### src/rtl/alu_issue_arbiter.sv
// alu_issue_arbiter
//   Shares one single-cycle ALU between NUM_REQ issue ports. Each port owns a
//   one-entry holding slot that is scrubbed every cycle by branch kill/resolve
//   and flush. A round-robin scheduler picks one live slot per cycle and drives
//   the ALU request combinationally from the slot registers. Issue is held off
//   while writeback is stalled.
//
// Ports:
//   clock, reset                 clock, synchronous active-low reset
//   req_valid/req_ready          per-port handshake into the holding slots
//   req_br_mask, req_payload     per-port branch mask / opaque payload (flattened)
//   brupdate_resolve_mask        branches resolved this cycle (cleared from masks)
//   brupdate_mispredict_mask     branches mispredicted this cycle (kill matching)
//   flush                        kills every slot and every incoming request
//   wb_stall                     no issue this cycle
//   alu_req_*                    request to the ALU unit, zero when not granted
//   stall_cycles                 saturating count of cycles with live work, no grant
module alu_issue_arbiter #(
  parameter int NUM_REQ   = 2,
  parameter int BR_MASK_W = 16,
  parameter int PAYLOAD_W = 64,
  parameter int CNT_W     = 16
) (
  input  logic                           clock,
  input  logic                           reset,
  input  logic [NUM_REQ-1:0]             req_valid,
  output logic [NUM_REQ-1:0]             req_ready,
  input  logic [NUM_REQ*BR_MASK_W-1:0]   req_br_mask,
  input  logic [NUM_REQ*PAYLOAD_W-1:0]   req_payload,
  input  logic [BR_MASK_W-1:0]           brupdate_resolve_mask,
  input  logic [BR_MASK_W-1:0]           brupdate_mispredict_mask,
  input  logic                           flush,
  input  logic                           wb_stall,
  output logic                           alu_req_valid,
  output logic [BR_MASK_W-1:0]           alu_req_br_mask,
  output logic [PAYLOAD_W-1:0]           alu_req_payload,
  output logic [1:0]                     alu_req_grant_id,
  output logic [CNT_W-1:0]               stall_cycles
);

  logic [NUM_REQ-1:0]   slot_valid;
  logic [BR_MASK_W-1:0] slot_br_mask [NUM_REQ];
  logic [PAYLOAD_W-1:0] slot_payload [NUM_REQ];
  logic [1:0]           rr_ptr;

  logic [NUM_REQ-1:0]   kill;
  logic [NUM_REQ-1:0]   live;
  logic [NUM_REQ-1:0]   in_kill;
  logic [NUM_REQ-1:0]   grant;
  logic [NUM_REQ-1:0]   accept;
  logic                 any_grant;
  logic                 issue_block;
  logic [1:0]           rr_ptr_next;
  int                   idx;

  // Everything combinational lives in one block so the kill -> grant -> ready
  // chain is evaluated in order without cross-block vector dependencies.
  always_comb begin
    kill             = '0;
    live             = '0;
    in_kill          = '0;
    grant            = '0;
    accept           = '0;
    req_ready        = '0;
    any_grant        = 1'b0;
    idx              = 0;
    alu_req_br_mask  = '0;
    alu_req_payload  = '0;
    alu_req_grant_id = '0;
    rr_ptr_next      = rr_ptr;
    // A reset cycle discards the slots, so nothing may be issued from them.
    issue_block      = wb_stall | ~reset;

    for (int i = 0; i < NUM_REQ; i++) begin
      kill[i]    = flush | (|(brupdate_mispredict_mask & slot_br_mask[i]));
      live[i]    = slot_valid[i] & ~kill[i];
      in_kill[i] = flush |
                   (|(brupdate_mispredict_mask & req_br_mask[i*BR_MASK_W +: BR_MASK_W]));
    end

    // Round-robin search starting at rr_ptr, wrapping modulo NUM_REQ.
    for (int k = 0; k < NUM_REQ; k++) begin
      idx = int'(rr_ptr) + k;
      if (idx >= NUM_REQ) idx = idx - NUM_REQ;
      for (int i = 0; i < NUM_REQ; i++) begin
        if (!any_grant && !issue_block && (i == idx) && live[i]) begin
          any_grant = 1'b1;
          grant[i]  = 1'b1;
        end
      end
    end

    alu_req_valid = any_grant;
    for (int i = 0; i < NUM_REQ; i++) begin
      if (grant[i]) begin
        alu_req_br_mask  = slot_br_mask[i] & ~brupdate_resolve_mask;
        alu_req_payload  = slot_payload[i];
        alu_req_grant_id = 2'(i);
        rr_ptr_next      = (i == NUM_REQ - 1) ? 2'd0 : 2'(i + 1);
      end
      // A slot frees up when empty, issuing, or being killed this cycle.
      req_ready[i] = ~slot_valid[i] | grant[i] | kill[i];
      accept[i]    = req_valid[i] & req_ready[i];
    end
  end

  always_ff @(posedge clock) begin
    if (!reset) begin
      slot_valid <= '0;
      for (int i = 0; i < NUM_REQ; i++) begin
        slot_br_mask[i] <= '0;
        slot_payload[i] <= '0;
      end
    end else begin
      for (int i = 0; i < NUM_REQ; i++) begin
        if (accept[i]) begin
          // A request already killed on arrival is consumed but not held.
          slot_valid[i]   <= ~in_kill[i];
          slot_br_mask[i] <= req_br_mask[i*BR_MASK_W +: BR_MASK_W] & ~brupdate_resolve_mask;
          slot_payload[i] <= req_payload[i*PAYLOAD_W +: PAYLOAD_W];
        end else if (grant[i] | kill[i]) begin
          slot_valid[i] <= 1'b0;
        end else begin
          slot_br_mask[i] <= slot_br_mask[i] & ~brupdate_resolve_mask;
        end
      end
    end
  end

  always_ff @(posedge clock) begin
    if (!reset) begin
      rr_ptr <= 2'd0;
    end else begin
      rr_ptr <= rr_ptr_next;
    end
  end

  always_ff @(posedge clock) begin
    if (!reset) begin
      stall_cycles <= '0;
    end else if ((|live) && !any_grant && (stall_cycles != {CNT_W{1'b1}})) begin
      stall_cycles <= stall_cycles + 1'b1;
    end
  end

endmodule

### config.mk
export PLATFORM = sky130hd
export DESIGN_NAME = alu_issue_arbiter
export DESIGN_NICKNAME = d
export VERILOG_FILES = /design/src/rtl/alu_issue_arbiter.sv
export SDC_FILE = /design/constraint.sdc
export NUM_CORES = 1
export LEC_CHECK = 0
export BUFFER_PORTS_ARGS = -buffer_cell sky130_fd_sc_hd__buf_2
export CORE_MARGIN = 3
export CORE_UTILIZATION = 50
export DETAILED_ROUTE_END_ITERATION = 8
export GPL_TIMING_DRIVEN = 1
export PLACE_DENSITY = 0.9
export SYNTH_ARGS = -nofsm -noshare
export SYNTH_HDL_FRONTEND = slang
export SYNTH_SLANG_ARGS = --single-unit
### constraint.sdc
create_clock -name clock -period 7 [get_ports clock]
set_clock_uncertainty 0.05 [all_clocks]
set_input_delay 0.35 -clock clock [delete_from_list [all_inputs] [get_ports clock]]
set_output_delay 0.35 -clock clock [all_outputs]
set_load 0.005 [all_outputs]
==> flow_metrics.tcl, run 1 <==
set metrics [dict create \
    setup_viol 0 \
    die_h_um 138 \
    r2r_slack_ns 3.55 \
    cp-end-kind "primary output" \
    initial_utilization 0.517 \
    cts_setup_buffers 0 \
    maxCapViolCount 0 \
    grtUsageTotal 0.248 \
    grt_overflow 0 \
    vias_per_cell 5.92 \
    clock-sinks 179 \
    slew_headroom 0.161 \
    worstMarginPinSlew_ns 1.26 \
    io_buffer_count 297 \
    hold_viol 0 \
    fmax_mhz 237 \
    path_delay_family "buffers and inverters" \
    path_buf_inv 4 \
    synth_edf_count 160 \
    rsz0062_at_grt "false" \
    finalCritPeriodShare 0.602 \
    ctsHoldBuffers 0 \
    synth_cells 702 \
    wl_um 24500 \
    clk_pin_slew_worst_paths_ns 0.07 \
    dpl_cell_area_sq_um 10300 \
    num_rows 47 \
    syn_nets 901 \
    fp.coreArea_sq_um 16800 \
    synth_seq_area_share 0.598 \
    start_kind "input pin" \
    cts_buffers 17 \
    fp.dieW_um 138 \
    post_cts_resize_count 0 \
    insertion_delay_ns 0.42 \
    gp_congestion 0.941 \
    layout.nets 1176 \
    clock_path_buffers 2 \
    grt_start_max_net_pins 129 \
    ir_drop_uv 155 \
    drt_iter0_drc 641 \
    final_area_sq_um 10900 \
    yosysWarningCount 0 \
    crit_path_top_delay_cell "nor2_1" \
    syn_avg_cell_area_sq_um 12.3 \
    r2r-start "slot_br_mask[0][1]$_SDFFCE_PN0P_" \
    path_cells "buf_2, inv_1, nor2_1, nand2_1, nor4bb_4, buf_4, a22oi_1, nor2_1, buf_2" \
    pwr_density_cell_nw_per_um2 225 \
    synth.distinct_cells 49 \
    cts-root-buf "clkbuf_16" \
    maxSlewViolCount 0 \
    finalSetupTns_ns 0 \
    cp_max_fo 81 \
    drc 0 \
    drive_gt1_frac 0.353 \
    syn_to_final_growth_pct 26.1 \
    slowest_delay_ns 0.78 \
    dieArea_sq_um 18900 \
    crit_type "input pin to primary output" \
    grt_antenna_before_repair 1 \
    synth_async_sr_flop_share 0 \
    grt_pass1_wl_um 35800 \
    period_needed_ns 4.21 \
    wl_per_cell_um 20.2 \
    drtPass1Iterations 6 \
    startpoint "reset" \
    grt_pass1_vias 6857 \
    synth_area_sq_um 8670 \
    hp-class "input pin to flop" \
    dp_hpwl_um 17500 \
    ys_ff_latch 179 \
    synth_ff_type "edfxtp_1" \
    required_ns 6.60 \
    ant_nets 0 \
    h-tree-depth 4 \
    min-delay-start "req_payload[48]" \
    vias 7159 \
    io_pins 299 \
    n_antenna_cell 0 \
    power.leakage_nw 4.71 \
    cts_tree "done" \
    status "finished, final reports clean" \
    cp.arrival_ns 3.81 \
]
## sequential cells by signal (all words and copies together), names as in the netlist
name	flops
slot_valid	2
slot_payload	128
stall_cycles	16
rr_ptr	1
slot_br_mask	32
## power breakdown
group          switching, mW  internal [mW]
clock network          0.434          0.507
registers             0.0410           1.26
logic                  0.119         0.0903
total                  0.594           1.86
## logic make-up (layout without fill, tap and decap cells)
| family | Yosys count | after routing | share of synthesized area |
|---|---|---|---|
| AND/OR/NAND/NOR | 255 | 255 | 0.174 |
| flip-flops | 179 | 179 | 0.598 |
| AO/OA/AOI/OAI | 175 | 175 | 0.169 |
| buffers and inverters | 72 | 360 | 0.0342 |
| multiplexers | 19 | 19 | 0.0219 |
| adder cells (fa/ha/maj) | 1 | 1 | 0.00144 |
| other | 1 | 1 | 0.000433 |
## cell usage after synthesis, drive strengths merged, types with 6 or more instances
| cell | count | area (sq um) |
|---|---|---|
| o41ai | 11 | 96.3 |
| a21oi | 8 | 40.0 |
| dfxtp | 19 | 380 |
| nand4 | 6 | 37.5 |
| nand2 | 16 | 60.1 |
| nand2b | 14 | 87.6 |
| mux2i | 19 | 190 |
| nor3 | 21 | 116 |
| buf | 19 | 97.6 |
| inv | 21 | 78.8 |
| nor2 | 20 | 75.1 |
| a22o | 69 | 604 |
| o32ai | 16 | 140 |
| a22oi | 30 | 225 |
| edfxtp | 160 | 4800 |
| and3 | 7 | 43.8 |
| clkbuf | 32 | 120 |
| nand3b | 16 | 120 |
| and2 | 129 | 807 |
| nand3 | 12 | 60.1 |
| o311ai | 11 | 96.3 |
## cell type report
type                    count  area (sq um)
well taps                 220           275
clock inverters            15           169
clock buffers              17           425
fillers                  1282          5830
inverters                  21          78.8
repair buffers            307          1560
multi-input cells         451          3230
flip-flops and latches    179          5180
## cell usage in the layout (no fill, tap or decap), drive strengths merged, types with 6 or more instances in the layout
cell type | synthesis | routed
nand4 | 6 | 6
nor3 | 21 | 21
nor2 | 20 | 20
mux2i | 19 | 19
a22oi | 30 | 30
a22o | 69 | 69
nand2 | 16 | 16
dfxtp | 19 | 19
nand2b | 14 | 14
clkbuf | 32 | 17
and3 | 7 | 7
buf | 19 | 307
edfxtp | 160 | 160
nand3 | 12 | 12
nand3b | 16 | 16
o41ai | 11 | 11
a21oi | 8 | 8
clkinv | 0 | 8
and2 | 129 | 129
inv | 21 | 26
o311ai | 11 | 11
o32ai | 16 | 16
## layer usage
metal  GRT usage  share of wire  up-vias  routed length, um
met3      0.0709           0.11       53               2790
met2       0.432           0.51      461              12500
li1            -              -     3272                  -
met5           0        0.00029        -                  7
met4      0.0937          0.027        2                669
met1       0.289           0.35     3371               8530
## per-stage QoR
| stage | std cells | power, mW | setup WS, ns | utilization | hold slack [ns] |
|---|---|---|---|---|---|
| floorplan | 702 | 1.42 | 0.999 | - | 0.417 |
| global placement | 1178 | 1.52 | 3.00 | 0.617 | 0.417 |
| detailed placement | 1178 | 1.53 | 2.81 | 0.617 | 0.433 |
| CTS | 1210 | 2.47 | 2.83 | 0.652 | 0.129 |
| global route | 1210 | 2.55 | 2.45 | 0.652 | 0.132 |
| finish | 1210 | 2.46 | 2.79 | 0.652 | 0.150 |
## worst paths after layout
path,to,cells past startpoint
min,slot_payload[0][48]$_SDFFCE_PN0P_,2
max reg2reg,slot_payload[0][2]$_SDFFCE_PN0P_,7
min reg2reg,stall_cycles[15]$_SDFFE_PN0P_,2
max,alu_req_br_mask[11],9
Power figures use the tool's default switching activity.
==> run 2, diff against run 1 <==
--- a/config.mk
+++ b/config.mk
@@ -7,10 +7,10 @@
 export LEC_CHECK = 0
 export BUFFER_PORTS_ARGS = -buffer_cell sky130_fd_sc_hd__buf_2
 export CORE_MARGIN = 3
-export CORE_UTILIZATION = 50
+export CORE_UTILIZATION = 46
 export DETAILED_ROUTE_END_ITERATION = 8
 export GPL_TIMING_DRIVEN = 1
-export PLACE_DENSITY = 0.9
+export PLACE_DENSITY = 0.87
 export SYNTH_ARGS = -nofsm -noshare
 export SYNTH_HDL_FRONTEND = slang
 export SYNTH_SLANG_ARGS = --single-unit
==> constraint.sdc (replaced) <==
create_clock -name clock -period 3.83 [get_ports clock]
set_clock_uncertainty 0.05 [all_clocks]
set_input_delay 0.1915 -clock clock [delete_from_list [all_inputs] [get_ports clock]]
set_output_delay 0.1915 -clock clock [all_outputs]
set_load 0.005 [all_outputs]
==> run 2 against run 1 <==
Compared with the run above: clock power grew 87%; die area up 8.3%; power is 89% higher; cell count rose by 11%; sequential power up 82%; non-clock buffer count is 119 higher; utilization is 1.5 points higher; global-route usage grew 2.0 points; design area grew 11%; sequential cell count is the same; register-to-register slack lost 2.9 ns; critical path type is now flop to primary output; largest cell class unchanged.
==> flow_metrics.tcl, run 2 (same netlist as run 1, synthesis figures left out) <==
set metrics [dict create \
    period_needed_ns 3.54 \
    worstMarginPinSlew_ns 1.22 \
    seqCellArea_sq_um 5180 \
    cp_max_fo 26 \
    whs_ns 0.0142 \
    ant_nets 0 \
    post_cts_resize_count 0 \
    fmax_mhz 282 \
    fp.dieW_um 143 \
    num_rows 49 \
    cts_tree "done" \
    wl_um 28000 \
    die_h_um 143 \
    status "finished, final reports clean" \
    grt_pass1_vias 7960 \
    grtUsageTotal 0.268 \
    wl_per_cell_um 20.9 \
    multi_input_area_sq_um 3240 \
    cp-end-kind "primary output" \
    grt_overflow 0 \
    cts-root-buf "clkbuf_16" \
    io_buffer_count 297 \
    insertion_delay_ns 0.42 \
    largest_reg_flops 128 \
    finalCritPeriodShare 0.925 \
    drt_iter0_drc 574 \
    layout.nets 1295 \
    drc 0 \
    power.leakage_nw 5.22 \
    h-tree-depth 4 \
    dpl_cell_area_sq_um 10400 \
    gp_congestion 0.961 \
    final_common_cell "buf_2" \
    slew_headroom 0.184 \
    start_kind "flop" \
    reg_top3 "slot_payload: 128 flops, slot_br_mask: 32 flops, stall_cycles: 16 flops" \
    vias 7795 \
    rsz0062_at_grt "false" \
    drtPass1Iterations 6 \
    clk_pin_slew_worst_paths_ns 0.07 \
    syn_to_final_growth_pct 40.1 \
    cts_setup_buffers 0 \
    crit_type "flop to primary output" \
    maxCapViolCount 0 \
    cts_buffers 17 \
    vias_per_cell 5.82 \
    dieArea_sq_um 20500 \
    hold_viol 0 \
    setup_viol 0 \
    required_ns 3.59 \
    cp.arrival_ns 3.30 \
    p_total_mw 4.63 \
    grt_antenna_before_repair 3 \
    final_area_sq_um 12100 \
    grt_start_max_net_pins 81 \
    maxSlewViolCount 0 \
    largest_register "slot_payload" \
    ir_drop_uv 313 \
    clock_path_buffers 2 \
    pwr_density_cell_nw_per_um2 382 \
    fillers 1281 \
    final_cell_mix "297 x buf_2, 160 x edfxtp_1, 129 x and2_1" \
    clock-sinks 179 \
    finalSetupTns_ns 0 \
    drive_gt1_frac 0.320 \
    fp.coreArea_sq_um 18200 \
    io_pins 299 \
    hp-class "input pin to flop" \
    dp_hpwl_um 17300 \
    initial_utilization 0.476 \
    ctsHoldBuffers 112 \
    grt_pass1_wl_um 42800 \
]
-- run 2: layout make-up --
type                       instances  area share
sequential                       179       0.427
multi-input combinational        451       0.267
timing repair buffer             426       0.227
clock buffer                      17      0.0350
tap                              229      0.0236
clock inverter                    15      0.0140
inverter                          21     0.00649
antenna                            2    0.000412
-- run 2: worst max-delay path: stages, from the launching register on --
cell      delay, ns
edfxtp_1       0.42
a22oi_1        0.31
nand4_1        0.27
or3_1          0.49
a311oi_4       0.30
buf_4          0.34
buf_4          0.37
a22o_1         0.22
buf_2          0.13
-- run 2: layer usage --
layer  track usage  share of wire  vias up
met5             0        0.00025        -
met4         0.103          0.031        2
met3        0.0693           0.11       76
met2         0.455           0.49      514
met1         0.332           0.37     3682
li1              -              -     3521
-- run 2: final timing paths --
check                                                       from                           endpoint  slack (ns)  cells after the start
worst max-delay path                slot_br_mask[1][8]$_DFFE_PP_                alu_req_payload[37]        0.29                      8
worst min-delay path                             req_payload[29]  slot_payload[0][29]$_SDFFCE_PN0P_        0.01                      2
worst max register to register  slot_br_mask[0][1]$_SDFFCE_PN0P_  slot_payload[0][27]$_SDFFCE_PN0P_        0.67                      7
worst min register to register     stall_cycles[15]$_SDFFE_PN0P_      stall_cycles[15]$_SDFFE_PN0P_        0.42                      2
-- run 2: through the flow --
step | utilization | std cells | setup slack, ns
finish | 0.667 | 1340 | 0.288
global route | 0.667 | 1340 | 0.174
CTS | 0.666 | 1337 | 0.333
detailed placement | 0.572 | 1193 | 0.738
global placement | 0.572 | 1193 | 0.775
floorplan | - | 702 | 0.233
-- run 2: power breakdown --
group          internal [mW]  total [mW]  switching, mW  leakage (nW)
Clock                  0.929        1.76          0.830         0.291
Combinational          0.245       0.489          0.244          3.06
Sequential              2.31        2.38         0.0730          1.87
